$ cat config.mk
export PLATFORM = sky130hd
export DESIGN_NAME = hole_filler
export DESIGN_NICKNAME = d
export VERILOG_FILES = /design/src/rtl/hole_filler.sv
export SDC_FILE = /design/constraint.sdc
export NUM_CORES = 1
export LEC_CHECK = 0
export BUFFER_PORTS_ARGS = -buffer_cell sky130_fd_sc_hd__buf_2
export CORE_MARGIN = 10
export CORE_UTILIZATION = 32
export CTS_CLUSTER_DIAMETER = 50
export DETAILED_ROUTE_END_ITERATION = 12
export GPL_ROUTABILITY_DRIVEN = 0
export PLACE_DENSITY = 0.48
export SLEW_MARGIN = 0
export SYNTH_ARGS = -nofsm -noshare
export SYNTH_HDL_FRONTEND = slang
export SYNTH_SLANG_ARGS = --single-unit
$ cat constraint.sdc
create_clock -name CLK -period 4.8 [get_ports CLK]
set_input_delay 0 -clock CLK [delete_from_list [all_inputs] [get_ports CLK]]
set_output_delay 0 -clock CLK [all_outputs]
set_load 0.02 [all_outputs]
$ cat src/rtl/hole_filler.sv
// Post-pass concealment: raster-scans the interpolated frame RAM and fills every
// hole pixel in place with the average of its left and above neighbours.
module hole_filler #(
  parameter logic [7:0] HOLE_VAL     = 8'h00,
  parameter logic [7:0] FILL_DEFAULT = 8'h80
) (
  input  logic        CLK,
  input  logic        reset,
  input  logic        start,
  input  logic [7:0]  height,
  input  logic [7:0]  width,
  output logic [15:0] addr,
  output logic        we,
  output logic [7:0]  dout,
  input  logic [7:0]  din,
  output logic        busy,
  output logic        done,
  output logic [15:0] hole_cnt
);

  typedef enum logic [2:0] {
    S_IDLE = 3'd0,
    S_RD   = 3'd1,
    S_CHK  = 3'd2,
    S_RDUP = 3'd3,
    S_CALC = 3'd4,
    S_WR   = 3'd5,
    S_FIN  = 3'd6
  } state_t;

  state_t      state, state_next;
  logic [7:0]  w_lat, w_next, h_lat, h_next;
  logic [7:0]  x, x_next, y, y_next;
  logic [15:0] row_base, row_next;
  logic [7:0]  left, left_next, fill, fill_next;
  logic [15:0] cnt_next, addr_next, pix_addr;
  logic [8:0]  sum;
  logic        advance;

  always_comb begin
    state_next = state;
    w_next     = w_lat;
    h_next     = h_lat;
    x_next     = x;
    y_next     = y;
    row_next   = row_base;
    left_next  = left;
    fill_next  = fill;
    cnt_next   = hole_cnt;
    advance    = 1'b0;
    sum        = {1'b0, left} + {1'b0, din};

    case (state)
      S_IDLE: begin
        if (start) begin
          w_next     = width;
          h_next     = height;
          x_next     = 8'd0;
          y_next     = 8'd0;
          row_next   = 16'd0;
          cnt_next   = 16'd0;
          state_next = (width == 8'd0 || height == 8'd0) ? S_FIN : S_RD;
        end
      end
      S_RD: state_next = S_CHK;
      S_CHK: begin
        if (din != HOLE_VAL) begin
          left_next = din;
          advance   = 1'b1;
        end else if (y == 8'd0) begin
          fill_next  = (x == 8'd0) ? FILL_DEFAULT : left;
          state_next = S_WR;
        end else begin
          state_next = S_RDUP;
        end
      end
      S_RDUP: state_next = S_CALC;
      S_CALC: begin
        // din now holds the pixel above, which raster order guarantees is filled
        fill_next  = (x == 8'd0) ? din : 8'(sum >> 1);
        state_next = S_WR;
      end
      S_WR: begin
        left_next = fill;
        cnt_next  = (hole_cnt != 16'hFFFF) ? hole_cnt + 16'd1 : hole_cnt;
        advance   = 1'b1;
      end
      S_FIN:   state_next = S_IDLE;
      default: state_next = S_IDLE;
    endcase

    if (advance) begin
      if (x == w_lat - 8'd1) begin
        if (y == h_lat - 8'd1) begin
          state_next = S_FIN;
        end else begin
          x_next     = 8'd0;
          y_next     = y + 8'd1;
          row_next   = row_base + {8'd0, w_lat};
          state_next = S_RD;
        end
      end else begin
        x_next     = x + 8'd1;
        state_next = S_RD;
      end
    end

    // Addresses are registered so they are on the bus during RD/RDUP/WR themselves
    pix_addr  = row_next + {8'd0, x_next};
    addr_next = addr;
    case (state_next)
      S_RD, S_WR: addr_next = pix_addr;
      S_RDUP:     addr_next = pix_addr - {8'd0, w_next};
      default:    addr_next = addr;
    endcase
  end

  always_ff @(posedge CLK or negedge reset) begin
    if (!reset) begin
      state    <= S_IDLE;
      w_lat    <= 8'd0;
      h_lat    <= 8'd0;
      x        <= 8'd0;
      y        <= 8'd0;
      row_base <= 16'd0;
      left     <= 8'd0;
      fill     <= 8'd0;
      hole_cnt <= 16'd0;
      addr     <= 16'd0;
      we       <= 1'b0;
      dout     <= 8'd0;
      busy     <= 1'b0;
      done     <= 1'b0;
    end else begin
      state    <= state_next;
      w_lat    <= w_next;
      h_lat    <= h_next;
      x        <= x_next;
      y        <= y_next;
      row_base <= row_next;
      left     <= left_next;
      fill     <= fill_next;
      hole_cnt <= cnt_next;
      addr     <= addr_next;
      we       <= (state_next == S_WR);
      if (state_next == S_WR) dout <= fill_next;
      busy     <= (state_next != S_IDLE) && (state_next != S_FIN);
      done     <= (state_next == S_FIN);
    end
  end

endmodule

==> impl_metrics.tcl, run 1 <==
set metrics [dict create \
    power.internal_uw 3000 \
    crit_fanout 4 \
    reg2reg_from "w_lat[0]" \
    rsz0062_at_grt "yes" \
    die_y_um 171 \
    synth_warnings 0 \
    maxCapViolCount 0 \
    outcome "complete, but fails checks" \
    gr-total-overflow 0 \
    setup.worst_path.class "flip-flop to flip-flop" \
    hold_viol 0 \
    hold_class "input pin to flip-flop" \
    p_sw_share_pct 43.7 \
    hold_path_end "w_lat[1]" \
    synth_edf_count 0 \
    peakVddDrop_mv 0.267 \
    placed_cell_area_um2 8880 \
    maxSlewViolCount 0 \
    cts-htree-levels 3 \
    ff2ff_path_depth 28 \
    power.switching_uw 2330 \
    synth.distinct_cells 75 \
    worst_pin_slew_ns 1.01 \
    fmax_ghz 0.193 \
    synthToLayoutAreaGrowth_pct 33.1 \
    drtPass1Iterations 5 \
    grt.total_usage_pct 15.0 \
    drcViolationCount 0 \
    synth_flop_cell "dfrtp_1" \
    violations "negative setup slack" \
    synth_top_area_share_pct 37.8 \
    min_from "width[1]" \
    yosysTopAreaCell "dfrtp_1" \
    dieArea_um2 29200 \
    async_reset_ff_share_pct 100 \
    fin_crit_sh_pct 108 \
    antenna_left 0 \
    p_per_area_nw_per_um2 551 \
    fin_hold_ws_ns 0.0218 \
    hold_path_depth 3 \
    wl_mm 21.2 \
    combPwrFrac_pct 58.9 \
    fin_area_um2 9680 \
    avgSynthCellArea_um2 8.88 \
    io_buffer_count 69 \
    layout_min_cycle_time_ns 5.17 \
    cts_made_buffers 9 \
    worstSkewPairLatency_ns 0.37 \
    p_clk_share_pct 14.7 \
    grt_pass1_wl_mm 35.0 \
    viasPerCell 4.95 \
    synth_area_um2 7270 \
    p_leak_uw 0.00461 \
    antenna_found_initial 0 \
    cts_root_buffer "clkbuf_16" \
    fill_cells 2251 \
    cpMostUsedCell "buf_4" \
    rows 55 \
    clock_skew_ns 0.0127 \
    dp_hpwl_mm 16.1 \
    synthTopCellsByArea "dfrtp_1 38%, ha_1 6.5%, nand2_1 5.0%" \
    die_width_um 171 \
    setup.worst_path.start_class "flip-flop" \
    initialDrtViolationCount 404 \
    grt_pass1_vias 6730 \
    cts.path.max_buffers 2 \
    synth_cells 819 \
    start_util_pct 32.3 \
    max_stage_delay_ns 0.42 \
    tns_ns -1.94 \
    worst_path_max_delay_cell "dfrtp_1" \
    syn_nets 888 \
    fin_ws_ns -0.375 \
    final_nets 1099 \
    num_vias 6534 \
    antennaDiodeCount 0 \
    drive_above_1_share_pct 29.5 \
    seqPwrFrac_pct 26.3 \
    ys_seq_elements 110 \
    synth_seq_area_share_pct 37.8 \
    routedWlPerCell_um 16.1 \
    cp_data_required_time_ns 5.02 \
    coreArea_um2 22500 \
    cts_sinks 110 \
    max_slew_margin_pct 32.3 \
    r2r_slack_ns -0.37 \
    clk_pin_slew_ns 0.08 \
    reg2reg_to "addr[13]" \
    grt_max_degree 67 \
    cts_tree "yes" \
    endpoint_kind "flip-flop" \
    setup-violations-final 7 \
    arrival_ns 5.40 \
    ios 70 \
]
[cells in the mapped netlist, types with 6 or more instances]
cell	count
a211oi_1	6
a21o_1	10
a21oi_1	44
a22oi_1	6
a31oi_1	8
and3_1	9
clkbuf_1	20
dfrtp_1	110
ha_1	38
inv_1	45
mux2i_1	30
nand2_1	96
nand2b_1	7
nand3_1	28
nand4_1	14
nor2_1	78
nor2b_1	8
nor3_1	13
nor4_1	6
o21ai_0	59
o21ai_1	7
o21bai_1	9
xnor2_1	28
xor2_1	38
[cells by family after synthesis]
family / after synthesis / share of synthesized area (%)
DFF: 110 / 37.8
and+or+nand+nor: 301 / 20.4
AOI/OAI and AO/OA: 191 / 16.6
xor gates and xnor gates: 66 / 7.95
adders and majority gates: 42 / 7.64
buffers and inverters: 71 / 3.80
muxes: 38 / 5.75
[cell type report]
cell class	instances	area [um2]	area share, %
Sequential cell	110	2750	28.4
Clock inverter	7	77.6	0.801
Timing Repair Buffer	224	1570	16.2
Tap cell	285	357	3.68
Clock buffer	9	225	2.33
Multi-Input combinational cell	638	4520	46.7
Inverter	47	176	1.82
[layer usage]
layer,track usage [%],wire [um]
met2,24.6,9780
met3,3.82,988
met4,3.39,266
met5,0,0
met1,19.5,10200
[registers in the layout (all words and copies together), names as in the netlist]
| signal | count |
|---|---|
| addr | 16 |
| hole_cnt | 16 |
| row_base | 16 |
| dout | 8 |
| fill | 8 |
| h_lat | 8 |
| left | 8 |
| w_lat | 8 |
| x | 8 |
| y | 8 |
| state | 3 |
| busy | 1 |
| done | 1 |
| we | 1 |
[power groups by stage]
stage / clock, uW / sequential, uW / combinational (uW)
global route: 851 / 1450 / 3510
finish: 786 / 1400 / 3140
floorplan: 0 / 1530 / 1700
global placement: 0 / 1410 / 2930
detailed placement: 0 / 1420 / 2940
CTS: 813 / 1400 / 3060
[stage by stage]
step | std cells | utilization, % | setup WS [ns] | total power [uW]
after floorplan | 819 | - | -0.0971 | 3240
after global placement | 1273 | 39.5 | -0.507 | 4350
after detailed placement | 1273 | 39.5 | -0.528 | 4360
after CTS | 1313 | 42.1 | -0.374 | 5280
after global routing | 1320 | 43.0 | -0.662 | 5810
final | 1320 | 43.0 | -0.375 | 5330
[worst max path at each step]
stage | cells past startpoint | start | slack [ns] | end
2_1_floorplan | 29 | w_lat[0] | -0.1 | addr[14]
3_3_place_gp | 26 | w_lat[0] | -0.51 | addr[14]
3_5_place_dp | 27 | w_lat[0] | -0.53 | addr[14]
4_1_cts | 27 | w_lat[0] | -0.37 | addr[14]
5_1_grt | 28 | w_lat[0] | -0.66 | addr[13]
6_report | 28 | w_lat[0] | -0.37 | addr[13]
[cell usage in the layout (no fill, tap or decap), types with 14 or more instances in the layout]
cell / instances
inv_1: 40
nand2_1: 94
buf_2: 68
xnor2_1: 24
o21ai_0: 47
mux2i_1: 30
o21ai_1: 16
nand4_1: 14
xor2_1: 37
buf_4: 138
nor2_1: 73
dfrtp_1: 110
ha_1: 32
nand3_1: 27
dlygate4sd3_1: 16
a21oi_1: 37
[worst max-delay path, delay by kind of cell (launching register included)]
family,cells,cell delay [ns]
mux,1,0.20
compound gates,6,0.87
xor+xnor,2,0.31
fa+ha+maj,3,0.89
simple gates,12,1.84
buf+inv,4,0.52
flops,1,0.42
[timing repair]
item,4_1_cts,5_1_grt
pin swaps,13,14
endpoints found under the setup margin,9,11
endpoints found under the hold margin,80,0
gates resized for setup,13,36
hold buffers,16,0
setup buffers,8,7
Note: power is estimated with default switching activity, not from simulation.
==> run 2: changes to the inputs <==
- REMOVE_ABC_BUFFERS: unset -> 1
- SKIP_CTS_REPAIR_TIMING: unset -> 1
==> impl_metrics.tcl, run 2 (synthesized netlist as in run 1, its figures left out) <==
set metrics [dict create \
    outcome "complete, but fails checks" \
    violations "negative setup slack" \
    rsz0062_at_grt "yes" \
    antenna_found_initial 1 \
    cts_sinks 110 \
    peakVddDrop_mv 0.329 \
    coreArea_um2 22500 \
    drcViolationCount 0 \
    die_y_um 171 \
    clock_skew_ns 0.0127 \
    post-place-ws_ns -0.920 \
    viasPerCell 4.98 \
    gr-total-overflow 0 \
    maxSlewViolCount 0 \
    fin_area_um2 9780 \
    max_slew_margin_pct 31.0 \
    p_leak_uw 0.00468 \
    clk_pin_slew_ns 0.08 \
    fmax_ghz 0.190 \
    cts_root_buffer "clkbuf_16" \
    cp_num_buf_inv 4 \
    hold_viol 0 \
    setup-violations-final 9 \
    critical-path-top-delay-family "compound AO/OA/AOI/OAI gates" \
    worstSkewPairLatency_ns 0.36 \
    final_cell_mix "149 x buf_4, 108 x dfrtp_1, 95 x nand2_1" \
    grt_max_degree 65 \
    rows 55 \
    dp_hpwl_mm 15.6 \
    setup.worst_path.class "flip-flop to flip-flop" \
    fin_hold_ws_ns 0.000698 \
    cts_tree "yes" \
    routedWlPerCell_um 16.0 \
    endpoint_kind "flip-flop" \
    antenna_left 0 \
    hold_class "input pin to flip-flop" \
    num_vias 6625 \
    grt_pass1_wl_mm 33.6 \
    drive_above_1_share_pct 30.7 \
    placed_cell_area_um2 8850 \
    cts_made_buffers 9 \
    worst_pin_slew_ns 1.03 \
    crit_fanout 4 \
    synthToLayoutAreaGrowth_pct 34.5 \
    maxCapViolCount 0 \
    cts.path.max_buffers 2 \
    ff_latch_area_um2 2760 \
    grt_pass1_vias 6456 \
    die_width_um 171 \
    dieArea_um2 29200 \
    max_stage_delay_ns 0.56 \
    ios 70 \
    fin_ws_ns -0.463 \
    setup.worst_path.start_class "flip-flop" \
    cts-htree-levels 3 \
    fin_crit_sh_pct 110 \
    start_util_pct 32.3 \
    layout_min_cycle_time_ns 5.26 \
    p_per_area_nw_per_um2 552 \
    multi_input_area_um2 4570 \
    io_buffer_count 69 \
    worst_path_max_delay_cell "fa_2" \
    wl_mm 21.3 \
    fill_cells 2213 \
    arrival_ns 5.51 \
    grt.total_usage_pct 14.4 \
    drtPass1Iterations 5 \
    final_nets 1109 \
    initialDrtViolationCount 310 \
    cp_data_required_time_ns 5.05 \
    reg_top3 "addr: 16 flops, hole_cnt: 16 flops, row_base: 16 flops" \
    final_common_cell "buf_4" \
]
-- run 2: worst register-to-register path, delay by kind of cell (launching register included) --
family / cells / cell delay (ns)
compound gates: 10 / 1.78
xor+xnor: 1 / 0.08
fa+ha+maj: 4 / 1.29
buf+inv: 4 / 0.26
flops: 1 / 0.44
mux: 2 / 0.41
simple gates: 7 / 0.87
-- run 2: path summary, 6_finish.rpt --
path                       startpoint  cells past startpoint           to  slack (ns)
hold reg to reg               dout[0]                      1      dout[0]        0.48
max in group asynchronous       reset                      3     w_lat[1]        3.28
setup / recovery             w_lat[1]                     28     addr[14]       -0.46
hold / removal               width[1]                      3     w_lat[1]      0.0007
min in group asynchronous       reset                      2  hole_cnt[7]        0.28
setup reg to reg             w_lat[1]                     28     addr[14]       -0.46
-- run 2: through the flow --
step / utilization [%] / power [uW] / std cells / TNS, ns
5_1_grt: 43.5 / 5870 / 1330 / -5.31
6_report: 43.5 / 5400 / 1330 / -2.14
4_1_cts: 40.6 / 5090 / 1294 / -5.61
3_5_place_dp: 39.3 / 4300 / 1279 / -5.34
2_1_floorplan: - / 3140 / 795 / -1.40
3_3_place_gp: 39.3 / 4290 / 1279 / -4.77
-- run 2: layout make-up --
cell class,instances,share of cell area [%]
antenna,1,0.0256
clock buffer,10,2.34
clock inverter,5,0.614
inverter,47,1.80
multi-input combinational,638,46.7
sequential,110,28.2
tap,285,3.65
timing repair buffer,234,16.7
-- run 2: per-layer routing --
layer,routed length [um],GRT usage (%),share of wire [%]
met1,10500,19.8,49
met2,9830,22.9,46
met3,773,2.40,3.6
met4,207,3.97,0.97
met5,0,0,0
-- run 2: where the power goes --
part	switching [uW]	internal (uW)	total, uW
clock network	366	405	771
logic	1750	1480	3230
registers	198	1210	1410
total	2310	3090	5400
